[config.mk]
export PLATFORM = sky130hd
export DESIGN_NAME = scb_issue_pip0
export DESIGN_NICKNAME = d
export VERILOG_FILES = /design/src/rtl/scb_issue_pip0.sv
export SDC_FILE = /design/constraint.sdc
export NUM_CORES = 1
export LEC_CHECK = 0
export ABC_AREA = 1
export ABC_CLOCK_PERIOD_IN_PS = 11900
export CAP_MARGIN = 40
export CORE_ASPECT_RATIO = 0.7
export CORE_UTILIZATION = 35
export CTS_CLUSTER_DIAMETER = 30
export CTS_CLUSTER_SIZE = 28
export DETAILED_ROUTE_END_ITERATION = 16
export GPL_TIMING_DRIVEN = 1
export MAX_ROUTING_LAYER = met4
export PLACE_DENSITY_LB_ADDON = 0.2
export RECOVER_POWER = 25
export SLEW_MARGIN = 20
export SYNTH_ARGS = -nofsm -noshare
export SYNTH_HDL_FRONTEND = slang
export SYNTH_SLANG_ARGS = --single-unit
[constraint.sdc]
create_clock -name clk -period 11.9 [get_ports clk]
set_input_delay 2.38 -clock clk [delete_from_list [all_inputs] [get_ports clk]]
set_output_delay 2.38 -clock clk [all_outputs]
set_load 0.02 [all_outputs]
[src/rtl/scb_issue_pip0.sv]
// scb_issue_pip0: one-entry issue stage in front of a scoreboard cell array.
// Holds one decoded instruction and checks it for RAW, WAW and writeback-slot
// hazards. When it is clear and a cell is free, the instruction is issued to
// the lowest free cell identifier. Flush and reset discard the held entry.
// Optional feature macro: SCB_ISSUE_STALL_CNT_EN adds the saturating
// consecutive-stall counter. Without it, stall_cnt is tied to zero.
module scb_issue_pip0 #(
  parameter int N_cell  = 8,
  parameter int W_ident = 4,
  parameter int W_pip   = 2,
  parameter int W_PA_rx = 5,
  parameter int W_state = 7,
  parameter int V_FUT0  = 1,
  parameter int V_FUT1  = 4
) (
  input  logic                       clk,
  input  logic                       rst_n,
  input  logic                       in_valid,
  output logic                       in_ready,
  input  logic [W_pip-1:0]           in_pip,
  input  logic [W_PA_rx-1:0]         in_rd,
  input  logic [W_PA_rx-1:0]         in_rs1,
  input  logic [W_PA_rx-1:0]         in_rs2,
  input  logic                       in_fut,
  input  logic [(1<<W_PA_rx)-1:0]    busy_rd,
  input  logic [N_cell*W_ident-1:0]  candit_insert_all,
  input  logic [N_cell-1:0]          hz_wbs_0_all,
  input  logic [N_cell-1:0]          hz_wbs_1_all,
  input  logic                       CFI_PC_clear,
  output logic [W_ident-1:0]         addr_insert,
  output logic [W_pip-1:0]           o_pip,
  output logic [W_PA_rx-1:0]         o_rd_a,
  output logic [W_state-1:0]         o_state,
  output logic [7:0]                 stall_cnt
);

  typedef enum logic {ST_EMPTY, ST_HELD} state_t;

  state_t               r_state, w_state_nxt;
  logic [W_pip-1:0]     r_pip, r_last_pip;
  logic [W_PA_rx-1:0]   r_rd, r_rs1, r_rs2, r_last_rd;
  logic                 r_fut;
  logic [W_state-1:0]   r_last_state;

  logic [W_ident-1:0]   w_min;
  logic                 w_raw, w_waw, w_struct, w_issue, w_load;
  logic [W_state-1:0]   w_lat;

  // Find the lowest free cell identifier. All-ones from every cell means the array is full.
  always_comb begin
    w_min = '1;
    for (int unsigned i = 0; i < N_cell; i++) begin
      if (candit_insert_all[i*W_ident +: W_ident] < w_min)
        w_min = candit_insert_all[i*W_ident +: W_ident];
    end
  end

  // Check hazards on the held entry, then derive the issue, accept and next-state decisions.
  always_comb begin
    w_raw    = ((r_rs1 != '0) && busy_rd[r_rs1]) || ((r_rs2 != '0) && busy_rd[r_rs2]);
    w_waw    = (r_rd != '0) && busy_rd[r_rd];
    w_struct = r_fut ? (|hz_wbs_1_all) : (|hz_wbs_0_all);
    w_issue  = (r_state == ST_HELD) && !CFI_PC_clear && !w_raw && !w_waw &&
               !w_struct && (w_min != '1);
    in_ready = !CFI_PC_clear && ((r_state == ST_EMPTY) || w_issue);
    w_load   = in_ready && in_valid;
    w_state_nxt = r_state;
    if (CFI_PC_clear)   w_state_nxt = ST_EMPTY;
    else if (w_load)    w_state_nxt = ST_HELD;
    else if (w_issue)   w_state_nxt = ST_EMPTY;
  end

  // Drive the cell outputs. The data outputs keep the last issued values between issues.
  always_comb begin
    w_lat       = r_fut ? W_state'(V_FUT1) : W_state'(V_FUT0);
    addr_insert = w_issue ? w_min : '1;
    o_pip       = w_issue ? r_pip : r_last_pip;
    o_rd_a      = w_issue ? r_rd  : r_last_rd;
    o_state     = w_issue ? w_lat : r_last_state;
  end

  // State register.
  always_ff @(posedge clk or negedge rst_n) begin
    if (!rst_n) r_state <= ST_EMPTY;
    else        r_state <= w_state_nxt;
  end

  // Holding register: loads whenever a new instruction is accepted.
  always_ff @(posedge clk or negedge rst_n) begin
    if (!rst_n) begin
      r_pip <= '0; r_rd <= '0; r_rs1 <= '0; r_rs2 <= '0; r_fut <= 1'b0;
    end else if (w_load) begin
      r_pip <= in_pip; r_rd <= in_rd; r_rs1 <= in_rs1; r_rs2 <= in_rs2; r_fut <= in_fut;
    end
  end

  // Record the last issued values so the cell outputs stay stable between issues.
  always_ff @(posedge clk or negedge rst_n) begin
    if (!rst_n) begin
      r_last_pip <= '0; r_last_rd <= '0; r_last_state <= '0;
    end else if (w_issue) begin
      r_last_pip <= r_pip; r_last_rd <= r_rd; r_last_state <= w_lat;
    end
  end

`ifdef SCB_ISSUE_STALL_CNT_EN
  logic [7:0] r_stall;

  // Count consecutive held cycles without issue. Saturates at 255.
  always_ff @(posedge clk or negedge rst_n) begin
    if (!rst_n)
      r_stall <= '0;
    else if ((r_state == ST_HELD) && !w_issue && !CFI_PC_clear)
      r_stall <= (r_stall == 8'hFF) ? r_stall : r_stall + 8'd1;
    else
      r_stall <= '0;
  end

  assign stall_cnt = r_stall;
`else
  assign stall_cnt = '0;
`endif

endmodule

; After elaboration in Yosys (flattened, before gate mapping)
; Cells that the tools add are included.
[word_totals]
inputBits = 102
elab_cells = 67
reg_bits = 33
[classes]
n_lt_le_gt_ge = 11
n_eq_ne = 1
reduce_logical = 22
muxes = 23
bitwise_logic = 1
[op_table]
columns = cell, n
row1 = $mux 4, 9
row2 = $lt 4x4->1, 7
row3 = $lt 5x6->1 const B, 3
row4 = $reduce_or 8->1, 2
row5 = $bmux 1 s5, 3
row6 = $reduce_bool 5->1, 3
row7 = $logic_and 1x1->1, 10
row8 = $mux 1, 7
row9 = $mux 7, 1
row10 = $mux 5, 1
row11 = $logic_not 1->1, 4
row12 = $lt 4x4->1 const B, 1
row13 = $ne 4x4->1 const B, 1
row14 = $mux 3, 1
row15 = $reduce_bool 3->1, 1
row16 = $logic_or 1x1->1, 2
row17 = $mux 2, 1
row18 = $not 1->1, 1

; Depth between registers and ports, before layout
[logic_depth]
word_depth = 23
ltp_mapped = 66
depth_no_buf = 65

; Worst setup path before layout
; OpenSTA, ideal clock, no wires.
[synth_path]
kind = input-to-output
start = in candit_insert_all[3]
end = out o_rd_a[0]
arrival_ps = 8483
slack_ps = 1037
t_required_ps = 9520
path_stages = 57
path_buffers = 2
cell_sequence = clkbuf_1 > ha_1 > inv_1 > a21oi_4 > nand2_4 > o21ai_0 > ha_1 > inv_1 > nor2_1 > nand2_1 > inv_1 > nand2_2 > nand2_4 > o21ai_0 > ha_1 > inv_1 > nor2_1 > nand2_1 > [21 not listed] > nand2_1 > nand2_1 > nand2_2 > nand2_2 > nand2_1 > o21ai_0 > ha_1 > inv_1 > nor2_1 > nand2_2 > nand2_2 > nand2_1 > nand2_1 > nor2_2 > nand2_2 > nand2_4 > buf_2 > o21ai_0
[synth_between]
elab_chain_cells = 19
[synth_lines]
columns = item, line
row1 = start: declaration, 26  ; input logic [N_cell*W_ident-1:0] candit_insert_all,
row2 = $lt 4x4->1, 53  ; if (candit_insert_all[i*W_ident +: W_ident] < w_min)
row3 = $mux 4 (*), 53
row4 = $lt 4x4->1, 53
row5 = $mux 4 (*), 53
row6 = $lt 4x4->1, 53
row7 = $mux 4 (*), 53
row8 = $lt 4x4->1, 53
row9 = $mux 4 (*), 53
row10 = [3 not listed], --
row11 = $mux 4 (*), 53
row12 = $lt 4x4->1, 53
row13 = $mux 4 (*), 53
row14 = $lt 4x4->1, 53
row15 = $mux 4 (*), 53
row16 = $ne 4x4->1 (*), 64  ; !w_struct && (w_min != '1);
row17 = $logic_and 1x1->1 (*), 64
row18 = $mux 5 (*), --
row19 = end: declaration, 32  ; output logic [W_PA_rx-1:0] o_rd_a,
; Every way passes the cells marked *; elsewhere a longest branch is shown, timed or not.

; Worst setup path after layout
[layout_path]
start = in candit_insert_all[1]
end = out in_ready
[layout_between]
elab_chain_cells = 20
[layout_lines]
columns = item, line
row1 = $lt 4x4->1, 53
row2 = $mux 4 (*), 53
row3 = $lt 4x4->1, 53
row4 = $mux 4 (*), 53
row5 = $lt 4x4->1, 53
row6 = $mux 4 (*), 53
row7 = $lt 4x4->1, 53
row8 = $mux 4 (*), 53
row9 = [4 not listed], --
row10 = $lt 4x4->1, 53
row11 = $mux 4 (*), 53
row12 = $lt 4x4->1, 53
row13 = $mux 4 (*), 53
row14 = $ne 4x4->1 (*), 64
row15 = $logic_and 1x1->1 (*), 64
row16 = $logic_or 1x1->1 (*), 65  ; in_ready = !CFI_PC_clear && ((r_state == ST_EMPTY) || w_issue);
row17 = $logic_and 1x1->1 (*), 65
row18 = end: declaration, 19  ; output logic in_ready,
; Marked as above.

==> flow_metrics.env <==
export IMPL_p_total_mw=0.621
export IMPL_coreArea_um2=9250
export IMPL_yosysMostFrequentCell="nand2_1"
export IMPL_drt_vias_per_instance=4.88
export IMPL_ctsLongestPathBuffers=2
export IMPL_grt_antenna_before_repair=0
export IMPL_synth_yosys_seq_area_share_pct=24.2
export IMPL_synth_ff_type="dfrtp_1"
export IMPL_rows=29
export IMPL_post_synth_cell_area_avg_um2=6.35
export IMPL_wl_um=10700
export IMPL_synthTopCellsByCount="nand2_1 (113), inv_1 (83), o21ai_0 (71)"
export IMPL_rsz0062_at_grt="no"
export IMPL_final_cells=796
export IMPL_clk_pin_slew_worst_paths_ns=0.05
export IMPL_fp_dieH_um=84.5
export IMPL_startpoint_type="input pin"
export IMPL_cts_tree="done"
export IMPL_numCtsBuffers=5
export IMPL_cp_required_ns=9.52
export IMPL_die_x_um=120
export IMPL_min_path_type="reg -> reg"
export IMPL_fmax_mhz=88.1
export IMPL_grt_max_degree=34
export IMPL_synthArstFlopShare_pct=100
export IMPL_hold_viol_final=0
export IMPL_grt_ovfl_total=0
export IMPL_start_util_pct=36.8
export IMPL_htreeDepth=2
export IMPL_drt_pass1_iter_count=5
export IMPL_synth_cell_types=32
export IMPL_drc=0
export IMPL_finalCritPeriodShare_pct=95.3
export IMPL_arrival_ns=8.97
export IMPL_dp_slack_ns=-0.562
export IMPL_setup_viol=0
export IMPL_synthTopCellsByArea="dfrtp_1 (24%), nand2_1 (12%), o21ai_0 (10%)"
export IMPL_syn_instance_count=536
export IMPL_violations="capacitance limit, slew limit"
export IMPL_grt_usage_pct=22.1
export IMPL_power_leakage_nw=2.45
export IMPL_p_per_area_nw_per_um2=125
export IMPL_insertion_delay_ns=0.27
export IMPL_cpPeakStageDelay_ns=0.48
export IMPL_critPathMaxFanout=10
export IMPL_dp_cells=786
export IMPL_synth_seq_cells=33
export IMPL_ys_warn_count=0
export IMPL_areaGrowthSynthToFinish_pct=45.9
export IMPL_fillers=895
export IMPL_peakVddDrop_mv=0.0761
export IMPL_drt_iter0_drc=342
export IMPL_io_buffers=120
export IMPL_n_antenna_cell=0
export IMPL_finalNetCount=797
export IMPL_gp_congestion=0.952
export IMPL_final_min_clock_period_ns=11.35
export IMPL_cts_setup_buffers=0
export IMPL_clock_root_buffer="clkbuf_16"
export IMPL_crit_family="simple AND/OR/NAND/NOR gates"
export IMPL_drive_gt1_share_pct=13.4
export IMPL_finClkSkew_ns=0.00574
export IMPL_status="finished with violations"
export IMPL_dieArea_um2=10100
export IMPL_setup_slack_ns=0.553
export IMPL_crit_slowest_cell="clkdlybuf4s50_1"
export IMPL_slew_headroom_pct=-20.0
export IMPL_grt_pass1_wl_um=17400
export IMPL_cts_sinks=33
export IMPL_synth_edf_count=0
export IMPL_synth_cell_area_um2=3410
export IMPL_dp_hpwl_um=8730
export IMPL_cpMostUsedCell="nand2_1"
export IMPL_tightest_slew_ns=1.80
export IMPL_finalMaxSlewViolations=34
export IMPL_crit_buf_inv=14
export IMPL_path_class="in -> out"
export IMPL_yosysTopAreaCell="dfrtp_1"
export IMPL_io_pins=129
export IMPL_yosysTopAreaCellShare_pct=24.2
export IMPL_wl_per_cell_um=13.4
export IMPL_detail_route_antenna_nets=0
export IMPL_crit_path_end_kind="primary output"
export IMPL_grt_pass1_vias=3639
export IMPL_vias=3881
export IMPL_drv_cap=1
-- area by class of cell --
type                            count  area (µm²)  share of cell area (%)
Timing Repair Buffer              150        1340                    26.9
Sequential cell                    33         826                    16.6
Clock inverter                      2        37.5                   0.755
Tap cell                          124         155                    3.12
Multi-Input combinational cell    397        2150                    43.3
Clock buffer                        6         139                    2.80
Timing Repair inverter              1        7.51                   0.151
Inverter                           83         315                    6.35
-- metal layers --
metal / wire [µm] / share of wire [%] / global-route usage, %
met2: 4350 / 41 / 31.0
met4: 34 / 0.32 / 3.18
met1: 5530 / 52 / 32.9
met3: 791 / 7.4 / 4.21
met5: 0 / 0 / -
-- path summary, 6_finish.rpt --
check | from | end | slack (ns) | cells past startpoint
max | candit_insert_all[1] | in_ready | 0.55 | 66
min | r_pip[0] | r_pip[0] | 0.48 | 2
max reg2reg | r_rs2[0] | r_rs1[0] | 8.19 | 15
min reg2reg | r_pip[0] | r_pip[0] | 0.48 | 2
max in group asynchronous | rst_n | r_pip[0] | 8.18 | 2
min in group asynchronous | rst_n | r_last_rd[0] | 2.68 | 2
-- cell families after synthesis --
family                     Yosys count  synth area share [%]
adders and majority gates           24                  8.82
and+or+nand+nor                    222                  30.2
other                                1                 0.110
DFF                                 33                  24.2
AOI/OAI and AO/OA                  143                  22.5
buffers and inverters              113                  14.1
-- cells in the final DEF (no fill, tap or decap), drive strengths merged, types with 4 or more instances in the layout --
master         synthesis  routed
ha                    24      24
nand2                134     134
nand3                 31      31
buf                   16      34
conb                   1       8
clkbuf                14      21
nand4                 19      19
nor4                   4       4
o21ai                 71      71
nor2                  31      31
dfrtp                 33      33
a21oi                 58      58
clkdlybuf4s50          0     101
inv                   83      82
-- through the flow --
| step | utilization (%) | cell area [µm²] | TNS (ns) | hold WS [ns] |
|---|---|---|---|---|
| floorplan | - | 3430 | 0 | 0.442 |
| global placement | 52.2 | 4830 | -0.171 | 0.461 |
| detailed placement | 52.2 | 4830 | -9.00 | 0.467 |
| CTS | 53.9 | 4990 | 0 | 0.480 |
| global route | 53.7 | 4970 | 0 | 0.491 |
| finish | 53.7 | 4970 | 0 | 0.484 |
-- sequential cells by signal (all words and copies together) (netlist names) --
name / cells
r_last_rd: 5
r_rs1: 5
r_rd: 5
r_rs2: 5
r_fut: 1
r_pip: 2
r_last_pip: 2
r_last_state: 7
r_state: 1
-- where the power goes --
| part | total, mW | switching, mW | leakage, nW | internal [mW] |
|---|---|---|---|---|
| combinational | 0.296 | 0.170 | 1.96 | 0.126 |
| clock | 0.152 | 0.0475 | 0.0831 | 0.104 |
| sequential | 0.173 | 0.0305 | 0.411 | 0.142 |
| total | 0.621 | 0.248 | 2.45 | 0.373 |
-- timing repair --
action | CTS | global route
hold buffers | 0 | 0
endpoints found under the hold margin | 0 | 0
endpoints found under the setup margin | 19 | 19
gates resized for setup | 26 | 60
gates cloned | 0 | 1
-- worst min-delay path, stage by stage, from the launching register on --
cell and delay (ns):
dfrtp_1 0.35, nand2_1 0.06, nand2_1 0.05
(Power assumes the default switching activity.)
